**config.mk**
```make
export PLATFORM = sky130hd
export DESIGN_NAME = multicycle_ctrl
export DESIGN_NICKNAME = d
export VERILOG_FILES = /design/src/rtl/multicycle_ctrl.sv
export SDC_FILE = /design/constraint.sdc
export NUM_CORES = 1
export LEC_CHECK = 0
export ABC_AREA = 1
export CORE_UTILIZATION = 35
export DETAILED_ROUTE_END_ITERATION = 16
export PLACE_DENSITY = 0.65
export SYNTH_ARGS = -nofsm -noshare
export SYNTH_HDL_FRONTEND = slang
export SYNTH_SLANG_ARGS = --single-unit
```
**constraint.sdc**
```tcl
create_clock -name clk -period 4.05 [get_ports clk]
set_clock_uncertainty 0.2 [all_clocks]
set_input_delay 0.81 -clock clk [delete_from_list [all_inputs] [get_ports clk]]
set_output_delay 0.81 -clock clk [all_outputs]
set_load 0.005 [all_outputs]
```
**src/rtl/multicycle_ctrl.sv**
```systemverilog
// multicycle_ctrl: FETCH/DECODE/EXECUTE/MEM/WB sequencer for a multi-cycle RV32I datapath.
// Ports: clk/rst_n (async active-low); instr, imem_ready, dmem_ready, br_taken in;
// imem_req, dmem_req, dmem_we, ir_we, pc_we, reg_we, imme_sel, wb_sel, alu_op, trap, trap_cause out.
module multicycle_ctrl #(
    parameter int WAIT_W   = 4,
    parameter int MAX_WAIT = 15
) (
    input  logic        clk,
    input  logic        rst_n,
    input  logic [31:0] instr,
    input  logic        imem_ready,
    input  logic        dmem_ready,
    input  logic        br_taken,
    output logic        imem_req,
    output logic        dmem_req,
    output logic        dmem_we,
    output logic        ir_we,
    output logic        pc_we,
    output logic        reg_we,
    output logic [2:0]  imme_sel,
    output logic [1:0]  wb_sel,
    output logic [1:0]  alu_op,
    output logic        trap,
    output logic [1:0]  trap_cause
);
    typedef enum logic [2:0] {S_FETCH, S_DECODE, S_EXEC, S_MEM, S_WB, S_TRAP} state_t;
    state_t state_q, state_d;
    logic [WAIT_W-1:0] cnt_q, cnt_d, cnt_sat;
    logic [6:0] opc_q, opc_d;
    logic [2:0] f3_q, f3_d, sel_q, sel_d, dec_sel;
    logic [1:0] alu_q, alu_d, cause_q, cause_d, dec_alu;
    logic dec_ok, is_load, is_store, is_branch, is_jump, timeout;
    logic unused_bits;
    assign is_load   = opc_q == 7'b0000011;
    assign is_store  = opc_q == 7'b0100011;
    assign is_branch = opc_q == 7'b1100011;
    assign is_jump   = opc_q == 7'b1101111 || opc_q == 7'b1100111;
    assign cnt_sat   = &cnt_q ? cnt_q : cnt_q + 1'b1;
    assign timeout   = cnt_sat == WAIT_W'(MAX_WAIT);
    // funct3 is latched for the datapath's benefit; this controller does not consume it.
    assign unused_bits = ^{instr[31:15], instr[11:7], f3_q, br_taken};
    always_comb begin
        dec_ok  = 1'b1;
        dec_sel = 3'b000;
        dec_alu = 2'b00;
        case (opc_q)
            7'b0110011: dec_alu = 2'b10;
            7'b0010011: {dec_sel, dec_alu} = {3'b001, 2'b10};
            7'b0000011,
            7'b1100111: dec_sel = 3'b001;
            7'b0100011: dec_sel = 3'b011;
            7'b1100011: {dec_sel, dec_alu} = {3'b010, 2'b01};
            7'b0110111,
            7'b0010111: dec_sel = 3'b100;
            7'b1101111: dec_sel = 3'b101;
            default:    dec_ok = 1'b0;
        endcase
    end
    always_comb begin
        state_d = state_q;
        cnt_d   = cnt_q;
        opc_d   = opc_q;
        f3_d    = f3_q;
        sel_d   = sel_q;
        alu_d   = alu_q;
        cause_d = cause_q;
        case (state_q)
            S_FETCH: begin
                if (imem_ready) begin
                    opc_d   = instr[6:0];
                    f3_d    = instr[14:12];
                    state_d = S_DECODE;
                end else if (timeout) begin
                    state_d = S_TRAP;
                    cause_d = 2'b10;
                end else begin
                    cnt_d = cnt_sat;
                end
            end
            S_DECODE: begin
                state_d = dec_ok ? S_EXEC : S_TRAP;
                cause_d = dec_ok ? cause_q : 2'b01;
                sel_d   = dec_sel;
                alu_d   = dec_alu;
            end
            S_EXEC: state_d = is_branch ? S_FETCH : (is_load || is_store) ? S_MEM : S_WB;
            S_MEM: begin
                if (dmem_ready) begin
                    state_d = is_load ? S_WB : S_FETCH;
                end else if (timeout) begin
                    state_d = S_TRAP;
                    cause_d = 2'b10;
                end else begin
                    cnt_d = cnt_sat;
                end
            end
            S_WB:    state_d = S_FETCH;
            default: state_d = S_TRAP;
        endcase
        // Every state change restarts the timeout window.
        if (state_d != state_q) cnt_d = '0;
        if (state_d == S_FETCH || state_d == S_TRAP) {sel_d, alu_d} = '0;
    end
    always_ff @(posedge clk or negedge rst_n) begin
        if (!rst_n) begin
            state_q <= S_FETCH;
            cnt_q   <= '0;
            opc_q   <= '0;
            f3_q    <= '0;
            sel_q   <= '0;
            alu_q   <= '0;
            cause_q <= '0;
        end else begin
            state_q <= state_d;
            cnt_q   <= cnt_d;
            opc_q   <= opc_d;
            f3_q    <= f3_d;
            sel_q   <= sel_d;
            alu_q   <= alu_d;
            cause_q <= cause_d;
        end
    end
    // Outputs are gated by rst_n so nothing fires while reset is held.
    assign imem_req   = rst_n && state_q == S_FETCH;
    assign ir_we      = imem_req && imem_ready;
    assign dmem_req   = rst_n && state_q == S_MEM;
    assign dmem_we    = dmem_req && is_store;
    assign reg_we     = rst_n && state_q == S_WB;
    assign pc_we      = rst_n && ((state_q == S_EXEC && is_branch) ||
                                  (state_q == S_MEM && is_store && dmem_ready) || state_q == S_WB);
    assign wb_sel     = !reg_we ? 2'b00 : is_load ? 2'b01 : is_jump ? 2'b10 : 2'b00;
    assign imme_sel   = sel_q;
    assign alu_op     = alu_q;
    assign trap       = state_q == S_TRAP;
    assign trap_cause = cause_q;
endmodule

```
==> results of run 1 <==
[worst paths after layout]
check	from	endpoint	slack, ns	depth (start not counted)
max reg2reg	cnt_q[1]$_DFFE_PN0P_	alu_op[0]$_DFFE_PN0P_	2.02	13
max in group asynchronous	rst_n	state_q[2]$_DFF_PN0_	2.71	2
max	rst_n	pc_we	0.78	5
min in group asynchronous	rst_n	opc_q[6]$_DFFE_PN0P_	0.72	2
min	trap_cause[1]$_DFFE_PN0P_	trap_cause[1]$_DFFE_PN0P_	0.31	1
min reg2reg	trap_cause[1]$_DFFE_PN0P_	trap_cause[1]$_DFFE_PN0P_	0.31	1
[power groups by stage]
stage,sequential [mW],clock (mW),combinational [mW]
finish,0.214,0.135,0.0295
CTS,0.214,0.140,0.0306
global placement,0.218,0,0.0302
global route,0.214,0.151,0.0342
floorplan,0.217,0,0.0128
detailed placement,0.218,0,0.0305
[cells in the final DEF (no fill, tap or decap), drive strengths merged]
| cell type | count |
|---|---|
| clkdlybuf4s50 | 26 |
| clkbuf | 3 |
| nand2 | 38 |
| o21ai | 10 |
| o31ai | 1 |
| clkinv | 1 |
| mux2 | 2 |
| o2111ai | 1 |
| nand3 | 11 |
| nor4 | 1 |
| nor3 | 10 |
| ha | 1 |
| o21a | 2 |
| buf | 1 |
| o32ai | 2 |
| inv | 29 |
| nor2 | 33 |
| nand4 | 1 |
| a21oi | 11 |
| dfrtp | 21 |
[flip-flops by register name, indices dropped and copies added (netlist names)]
name / cells
cnt_q: 4
state_q: 3
imme_sel: 3
trap_cause: 2
alu_op: 2
opc_q: 7
[kinds of logic after synthesis]
kind of cell	count (synthesis)
mux	2
simple gates	94
fa+ha+maj	1
compound gates	27
buf+inv	30
flops	21
[metrics by stage]
| stage | instance area, um^2 | power (mW) | util, % | hold WS, ns |
|---|---|---|---|---|
| final | 1700 | 0.379 | 46.4 | 0.315 |
| after global routing | 1700 | 0.400 | 46.4 | 0.333 |
| after CTS | 1700 | 0.384 | 46.4 | 0.331 |
| after detailed placement | 1650 | 0.248 | 45.2 | 0.300 |
| after global placement | 1650 | 0.248 | 45.2 | 0.293 |
| after floorplan | 1330 | 0.230 | - | 0.287 |
[cell type report]
type | count | share of cell area (%)
well taps | 48 | 3.53
clock inverters | 1 | 0.294
flip-flops and latches | 21 | 30.9
inverters | 29 | 6.55
clock buffers | 3 | 2.43
repair buffers | 27 | 15.7
multi-input cells | 124 | 40.5
[worst max-delay path: stages]
cell and delay [ns]:
clkdlybuf4s50_1 0.48, buf_4 0.28, o21ai_0 0.13, inv_1 0.06, clkdlybuf4s50_1 0.49
[metal layers]
metal | vias up | track usage (%) | part of all wire [%]
met4 | 0 | 5.11 | 1.4
met3 | 4 | 2.36 | 4.1
li1 | 624 | - | -
met1 | 524 | 20.9 | 53
met2 | 28 | 21.5 | 41
met5 | - | 0 | 0
==> report_table.html, run 1 <==
<table>
<tr><th>Metric</th><th>Value</th></tr>
<tr><th colspan="2">Hold path</th></tr>
<tr><td>Worst min-delay path class</td><td>reg -&gt; reg</td></tr>
<tr><th colspan="2">Die</th></tr>
<tr><td>Number of I/O pins</td><td>53</td></tr>
<tr><td>Starting Density</td><td>a little over a third</td></tr>
<tr><td>Std-Cell Core Area</td><td>3660 um^2</td></tr>
<tr><td>Total number of placement rows</td><td>22</td></tr>
<tr><td>Die height</td><td>63.6 um</td></tr>
<tr><td>Die X-Extent</td><td>63.6 um</td></tr>
<tr><td>Floorplan die area</td><td>about 4000 um^2</td></tr>
<tr><th colspan="2">Global route</th></tr>
<tr><td>First-pass GRT wire length</td><td>4680 um</td></tr>
<tr><td>Global-route usage over all layers</td><td>14.5%</td></tr>
<tr><td>Via count of the first global-routing pass</td><td>1068</td></tr>
<tr><td>Number of antenna violations at the first check in global routing</td><td>0</td></tr>
<tr><td>Residual overflow from global routing</td><td>0</td></tr>
<tr><td>Pin count of the biggest net entering global routing</td><td>23</td></tr>
<tr><th colspan="2">Worst setup path</th></tr>
<tr><td>CP endpoint kind</td><td>output pin</td></tr>
<tr><td>Arrival time of the worst setup path</td><td>2.26 ns</td></tr>
<tr><td>Required time of the critical path</td><td>3.04 ns</td></tr>
<tr><td>Type of origin of the critical path</td><td>primary input</td></tr>
<tr><td>Maximum fanout encountered on the critical timing path</td><td>22</td></tr>
<tr><td>Critical Setup Path Class</td><td>in -&gt; out</td></tr>
<tr><th colspan="2">Pwr</th></tr>
<tr><td>Combinational share of power</td><td>7.8%</td></tr>
<tr><td>Portion of total power attributed to the clock network</td><td>35.7%</td></tr>
<tr><td>Cell area power density</td><td>223 nW/um^2</td></tr>
<tr><td>Switching share of total power</td><td>22.3%</td></tr>
<tr><td>Cell-internal power</td><td>0.294 mW</td></tr>
<tr><td>Power spent charging and discharging nets</td><td>0.0843 mW</td></tr>
<tr><td>Leakage power of the design</td><td>0.755 nW</td></tr>
<tr><td>Register share of total power</td><td>~56%</td></tr>
<tr><td>Peak VDD IR</td><td>0.131 mV</td></tr>
<tr><th colspan="2">STA</th></tr>
<tr><td>Final setup viols</td><td>0</td></tr>
<tr><td>Post-layout min period</td><td>3.27 ns</td></tr>
<tr><td>Achievable clock frequency</td><td>306 MHz</td></tr>
<tr><td>Setup repair after global routing missed its margin</td><td>false</td></tr>
<tr><td>Hold violation total from the final report</td><td>0</td></tr>
<tr><td>Pin slew with the least headroom to its limit</td><td>0.340 ns</td></tr>
<tr><td>Setup WS post-layout</td><td>0.784 ns</td></tr>
<tr><td>Setup tns final</td><td>0 ns</td></tr>
<tr><td>Slew Viols, Final</td><td>0</td></tr>
<tr><td>Max_slew headroom</td><td>77.1%</td></tr>
<tr><td>Final critical-path share of the clock period</td><td>roughly four fifths</td></tr>
<tr><th colspan="2">Logic synthesis</th></tr>
<tr><td>Synth Area in XOR/XNOR</td><td>0%</td></tr>
<tr><td>Largest family of logic cells by synthesized area</td><td>simple AND/OR/NAND/NOR gates</td></tr>
<tr><td>Yosys reg bits</td><td>21</td></tr>
<tr><td>Post-synth ARST share</td><td>between 90% and 100%</td></tr>
<tr><td>Portion of netlist area occupied by mux cells</td><td>1.69%</td></tr>
<tr><td>Number of enable-type register cells in the synthesized netlist</td><td>0</td></tr>
<tr><td>Simple-gate share of the synthesized area</td><td>37.1%</td></tr>
<tr><td>Average instance area after synthesis</td><td>7.60 um^2</td></tr>
<tr><td>Cells taking the most area after synthesis</td><td>dfrtp_1 40%, nand2_1 8.5%, nor2_1 6.8%, inv_1 5.1%, a21oi_1 3.4%</td></tr>
<tr><td>Most frequent cells after synthesis</td><td>30 x nand2_1, 24 x nor2_1, 21 x dfrtp_1</td></tr>
<tr><td>Cell type contributing the most total cell area after synthesis</td><td>dfrtp_1</td></tr>
<tr><td>Synth Area in Adders</td><td>0.941%</td></tr>
<tr><td>Synthesized instance count</td><td>~180</td></tr>
<tr><td>Post-Syn Area</td><td>1330 um^2</td></tr>
<tr><td>Post-Syn Nets</td><td>about 210</td></tr>
<tr><td>Post-synth top area share</td><td>39.5%</td></tr>
<tr><td>Prevailing post-synth register cell</td><td>dfrtp_1</td></tr>
<tr><td>Synthesis warning total</td><td>0</td></tr>
<tr><td>Compound-cell area share of the yosys netlist</td><td>12.1%</td></tr>
<tr><td>Most repeated cell in the gate-level netlist after synthesis</td><td>nand2_1</td></tr>
<tr><td>Count of different cell masters after synthesis</td><td>28</td></tr>
<tr><td>Sequential fraction of the synthesis area</td><td>about two fifths</td></tr>
<tr><th colspan="2">Layout</th></tr>
<tr><td>Number of inserted diodes</td><td>0</td></tr>
<tr><td>Layout cells sized above 1</td><td>21.0%</td></tr>
<tr><td>Area grow syn2layout</td><td>27.8%</td></tr>
<tr><td>Fill cells</td><td>just under 400</td></tr>
<tr><td>Number of nets in the finished design</td><td>244</td></tr>
<tr><td>Total area of sequential cells</td><td>526 um^2</td></tr>
<tr><td>Non-filler instance count after layout</td><td>253</td></tr>
<tr><td>Area used by multi-input combinational logic</td><td>just under 700 um^2</td></tr>
<tr><th colspan="2">CTS</th></tr>
<tr><td>Clk Latency, worst-skew pair</td><td>0.26 ns</td></tr>
<tr><td>Hold-fix buffers at CTS</td><td>0</td></tr>
<tr><td>Number of buffers added by the clock tree synthesis step</td><td>3</td></tr>
<tr><td>Clk root buf</td><td>clkbuf_8</td></tr>
<tr><td>Deepest clock path buffer count</td><td>2</td></tr>
<tr><td>Sinks on the clock net</td><td>21</td></tr>
<tr><td>H-tree depth</td><td>1</td></tr>
<tr><td>Quantity of gates resized following cts</td><td>0</td></tr>
<tr><td>CTS tree</td><td>done</td></tr>
<tr><td>Number of setup buffers added after CTS</td><td>0</td></tr>
<tr><td>Post-CTS clock slew at the launch and capture registers of the worst setup and hold paths</td><td>0.07 ns</td></tr>
<tr><th colspan="2">Route</th></tr>
<tr><td>Number of detailed-route iterations in the first pass</td><td>4</td></tr>
<tr><td>Wire length after detailed routing</td><td>2680 um</td></tr>
<tr><td>WL/cell</td><td>around 11 um</td></tr>
<tr><td>Count of unresolved DRC violations after routing</td><td>0</td></tr>
<tr><td>Initial drt markers</td><td>51</td></tr>
<tr><td>Detail-routed via count per cell</td><td>4.66</td></tr>
<tr><td>Via count</td><td>1180</td></tr>
<tr><td>Remaining antenna violation count</td><td>0</td></tr>
<tr><th colspan="2">Placement</th></tr>
<tr><td>Port-buffer cells</td><td>26</td></tr>
<tr><td># placed instances</td><td>249</td></tr>
<tr><td>Global placer's final weighted congestion</td><td>~0.77</td></tr>
<tr><td>Post-placement setup slack</td><td>0.736 ns</td></tr>
<tr><td>Hpwl dp</td><td>approximately 2100 um</td></tr>
<tr><th colspan="2">Status</th></tr>
<tr><td>Result of the run</td><td>finished clean</td></tr>
<tr><th colspan="2">Flow run</th></tr>
<tr><td>Max-cap violations</td><td>0</td></tr>
</table>
No activity file was read; power rests on OpenSTA's default activity.
==> inputs of run 2 (changes only) <==
==> constraint.sdc (replaced) <==
create_clock -name clk -period 3.25 [get_ports clk]
set_clock_uncertainty 0.2 [all_clocks]
set_input_delay 0.65 -clock clk [delete_from_list [all_inputs] [get_ports clk]]
set_output_delay 0.65 -clock clk [all_outputs]
set_load 0.005 [all_outputs]
==> report_table.html, run 2 (same netlist as run 1, synthesis figures left out) <==
<table>
<tr><th>Metric</th><th>Value</th></tr>
<tr><th colspan="2">Global route</th></tr>
<tr><td>Global-route usage over all layers</td><td>15.3% (+0.78 points)</td></tr>
<tr><td>Number of antenna violations at the first check in global routing</td><td>0 (unchanged)</td></tr>
<tr><td>First-pass GRT wire length</td><td>4900 um (+4.7%)</td></tr>
<tr><td>Residual overflow from global routing</td><td>0 (unchanged)</td></tr>
<tr><td>Pin count of the biggest net entering global routing</td><td>16 (-30%)</td></tr>
<tr><td>Via count of the first global-routing pass</td><td>1092 (+2.2%)</td></tr>
<tr><th colspan="2">Layout</th></tr>
<tr><td>Layout cells sized above 1</td><td>21.4% (+0.38 points)</td></tr>
<tr><td>Number of nets in the finished design</td><td>245 (+0.41%)</td></tr>
<tr><td>Max reg flops</td><td>7 (unchanged)</td></tr>
<tr><td>Most used cells in the layout excluding fill and tap cells</td><td>30 x nand2_1, 26 x clkdlybuf4s50_1, 24 x nor2_1</td></tr>
<tr><td>Largest registers in the final layout</td><td>opc_q (7), cnt_q (4)</td></tr>
<tr><td>Fill cells</td><td>402 (+1.3%)</td></tr>
<tr><td>Area grow syn2layout</td><td>28.4%</td></tr>
<tr><td>Most flops, register</td><td>opc_q</td></tr>
<tr><td>Number of inserted diodes</td><td>0 (unchanged)</td></tr>
<tr><td>Most common cell after layout, fill and taps aside</td><td>nand2_1</td></tr>
<tr><td>Core utilization of the finished layout</td><td>46.7% (+0.20 points)</td></tr>
<tr><th colspan="2">Worst setup path</th></tr>
<tr><td>List of cells traversed by the critical path</td><td>clkdlybuf4s50_1 &gt; nand4_1 &gt; o21ai_0 &gt; o21ai_0 &gt; inv_1 &gt; clkdlybuf4s50_1</td></tr>
<tr><td>Worst r2r dst</td><td>alu_op[1]$_DFFE_PN0P_</td></tr>
<tr><td>Critical Setup Path Class</td><td>in -&gt; out</td></tr>
<tr><td>Minimum setup slack among reg-to-reg paths</td><td>1.18 ns (-0.84 ns)</td></tr>
<tr><td>CP endpoint kind</td><td>output pin</td></tr>
<tr><td>Maximum fanout encountered on the critical timing path</td><td>2 (-91%)</td></tr>
<tr><td>Arrival time of the worst setup path</td><td>2.09 ns (-0.17 ns)</td></tr>
<tr><td>Type of origin of the critical path</td><td>primary input</td></tr>
<tr><td>Required time of the critical path</td><td>2.40 ns (-0.64 ns)</td></tr>
<tr><td>Highest-delay cell along the critical path</td><td>clkdlybuf4s50_1</td></tr>
<tr><td>Largest stage delay on the critical path</td><td>0.51 ns (+0.02 ns)</td></tr>
<tr><td>Number of cell instances on the worst register-to-register path</td><td>13 (unchanged)</td></tr>
<tr><td>Startpoint of the most critical register-to-register path</td><td>cnt_q[0]$_DFFE_PN0P_</td></tr>
<tr><th colspan="2">STA</th></tr>
<tr><td>Slew Viols, Final</td><td>0 (unchanged)</td></tr>
<tr><td>Setup tns final</td><td>0 ns (unchanged)</td></tr>
<tr><td>Achievable clock frequency</td><td>340 MHz</td></tr>
<tr><td>Post-layout min period</td><td>2.94 ns</td></tr>
<tr><td>Hold violation total from the final report</td><td>0 (unchanged)</td></tr>
<tr><td>Setup repair after global routing missed its margin</td><td>false</td></tr>
<tr><td>Pin slew with the least headroom to its limit</td><td>0.409 ns (+0.0689 ns)</td></tr>
<tr><td>Final setup viols</td><td>0 (unchanged)</td></tr>
<tr><td>Final critical-path share of the clock period</td><td>90.4%</td></tr>
<tr><td>Max_slew headroom</td><td>72.5% (-4.6 points)</td></tr>
<tr><th colspan="2">Die</th></tr>
<tr><td>Starting Density</td><td>36.3% (unchanged)</td></tr>
<tr><td>Number of I/O pins</td><td>53 (unchanged)</td></tr>
<tr><td>Total number of placement rows</td><td>22 (unchanged)</td></tr>
<tr><td>Floorplan die area</td><td>4050 um^2 (unchanged)</td></tr>
<tr><td>Die X-Extent</td><td>63.6 um (unchanged)</td></tr>
<tr><td>Std-Cell Core Area</td><td>3660 um^2 (unchanged)</td></tr>
<tr><td>Die height</td><td>63.6 um (unchanged)</td></tr>
<tr><th colspan="2">Route</th></tr>
<tr><td>Detail-routed via count per cell</td><td>4.65 (-0.22%)</td></tr>
<tr><td>Remaining antenna violation count</td><td>0 (unchanged)</td></tr>
<tr><td>Count of unresolved DRC violations after routing</td><td>0 (unchanged)</td></tr>
<tr><td>Initial drt markers</td><td>42 (-18%)</td></tr>
<tr><td>Number of detailed-route iterations in the first pass</td><td>4 (unchanged)</td></tr>
<tr><td>Wire length after detailed routing</td><td>2700 um (+0.90%)</td></tr>
<tr><td>Via count</td><td>1182 (+0.17%)</td></tr>
<tr><td>WL/cell</td><td>10.6 um (+0.50%)</td></tr>
<tr><th colspan="2">CTS</th></tr>
<tr><td>H-tree depth</td><td>1 (unchanged)</td></tr>
<tr><td>Clk Latency, worst-skew pair</td><td>0.26 ns (about the same)</td></tr>
<tr><td>Quantity of gates resized following cts</td><td>0 (unchanged)</td></tr>
<tr><td>Post-CTS clock slew at the launch and capture registers of the worst setup and hold paths</td><td>0.07 ns (about the same)</td></tr>
<tr><td>Number of buffers added by the clock tree synthesis step</td><td>3 (unchanged)</td></tr>
<tr><td>Sinks on the clock net</td><td>21 (unchanged)</td></tr>
<tr><td>Number of setup buffers added after CTS</td><td>0 (unchanged)</td></tr>
<tr><td>Deepest clock path buffer count</td><td>2 (unchanged)</td></tr>
<tr><td>Hold-fix buffers at CTS</td><td>0 (unchanged)</td></tr>
<tr><td>CTS tree</td><td>done</td></tr>
<tr><td>Clk root buf</td><td>clkbuf_8</td></tr>
<tr><th colspan="2">Placement</th></tr>
<tr><td>Port-buffer cells</td><td>26 (unchanged)</td></tr>
<tr><td>Global placer's final weighted congestion</td><td>0.799 (+4.3%)</td></tr>
<tr><td>Hpwl dp</td><td>2190 um (+2.8%)</td></tr>
<tr><th colspan="2">Pwr</th></tr>
<tr><td>Combinational share of power</td><td>8.1% (+0.3 points)</td></tr>
<tr><td>Register share of total power</td><td>56.0% (-0.5 points)</td></tr>
<tr><td>Leakage power of the design</td><td>0.759 nW (+0.64%)</td></tr>
<tr><td>Power spent charging and discharging nets</td><td>0.108 mW (+28%)</td></tr>
<tr><td>Cell-internal power</td><td>0.368 mW (+25%)</td></tr>
<tr><td>Switching share of total power</td><td>22.7% (+0.43 points)</td></tr>
<tr><td>Cell area power density</td><td>278 nW/um^2 (+25%)</td></tr>
<tr><td>Portion of total power attributed to the clock network</td><td>35.9% (+0.2 points)</td></tr>
<tr><td>Peak VDD IR</td><td>0.153 mV (+17%)</td></tr>
<tr><th colspan="2">Hold path</th></tr>
<tr><td>Source of the worst hold timing path</td><td>trap_cause[1]$_DFFE_PN0P_</td></tr>
<tr><td>Sink of the worst hold path</td><td>trap_cause[1]$_DFFE_PN0P_</td></tr>
<tr><td>Cell depth of the worst min-delay path</td><td>1 (unchanged)</td></tr>
<tr><td>Worst min-delay path class</td><td>reg -&gt; reg</td></tr>
<tr><th colspan="2">Flow run</th></tr>
<tr><td>Max-cap violations</td><td>0 (unchanged)</td></tr>
<tr><th colspan="2">Status</th></tr>
<tr><td>Result of the run</td><td>finished clean</td></tr>
</table>
run 2: worst max-delay path by stage:
| stage | start | to | slack, ns |
|---|---|---|---|
| after global routing | dmem_ready | pc_we | 0.22 |
| final | dmem_ready | pc_we | 0.31 |
| after CTS | dmem_ready | pc_we | 0.30 |
| after detailed placement | dmem_ready | pc_we | 0.31 |
| after floorplan | state_q[0]$_DFF_PN0_ | ir_we | 1.27 |
| after global placement | dmem_ready | pc_we | 0.32 |
run 2: layer usage:
| layer | vias up | part of all wire (%) | routed length, um | GRT usage (%) |
|---|---|---|---|---|
| li1 | 626 | - | - | - |
| met5 | - | 0 | 0 | 0 |
| met2 | 21 | 42 | 1140 | 22.9 |
| met3 | 5 | 2.7 | 74 | 1.81 |
| met4 | 0 | 1.5 | 40 | 5.11 |
| met1 | 530 | 53 | 1440 | 22.4 |
run 2: area by class of cell:
type,instances,area [um^2],area share (%)
clock buffers,3,41.3,2.42
repair buffers,28,275,16.1
clock inverters,1,5.00,0.293
well taps,48,60.1,3.52
inverters,29,111,6.52
multi-input cells,124,689,40.4
flip-flops and latches,21,526,30.8
run 2: metrics by stage:
stage               cells  hold slack [ns]  total power, mW  cell area (um^2)  setup slack (ns)
floorplan             175            0.154            0.287              1330              1.27
global placement      250            0.296            0.310              1660             0.318
detailed placement    250            0.291            0.311              1660             0.311
CTS                   254            0.323            0.484              1710             0.303
global route          254            0.348            0.501              1710             0.216
finish                254            0.321            0.475              1710             0.312
run 2: worst max-delay path: cells and delay by family:
| kind | cells | cell delay, ns |
|---|---|---|
| and+or+nand+nor | 1 | 0.13 |
| AOI/OAI and AO/OA | 2 | 0.25 |
| buffers and inverters | 3 | 1.06 |
run 2: power groups by stage:
stage / clock network [mW] / registers, mW / logic (mW)
3_3_place_gp: 0 / 0.271 / 0.0384
3_5_place_dp: 0 / 0.271 / 0.0392
6_report: 0.171 / 0.266 / 0.0386
4_1_cts: 0.178 / 0.266 / 0.0395
5_1_grt: 0.190 / 0.267 / 0.0441
2_1_floorplan: 0 / 0.271 / 0.0159
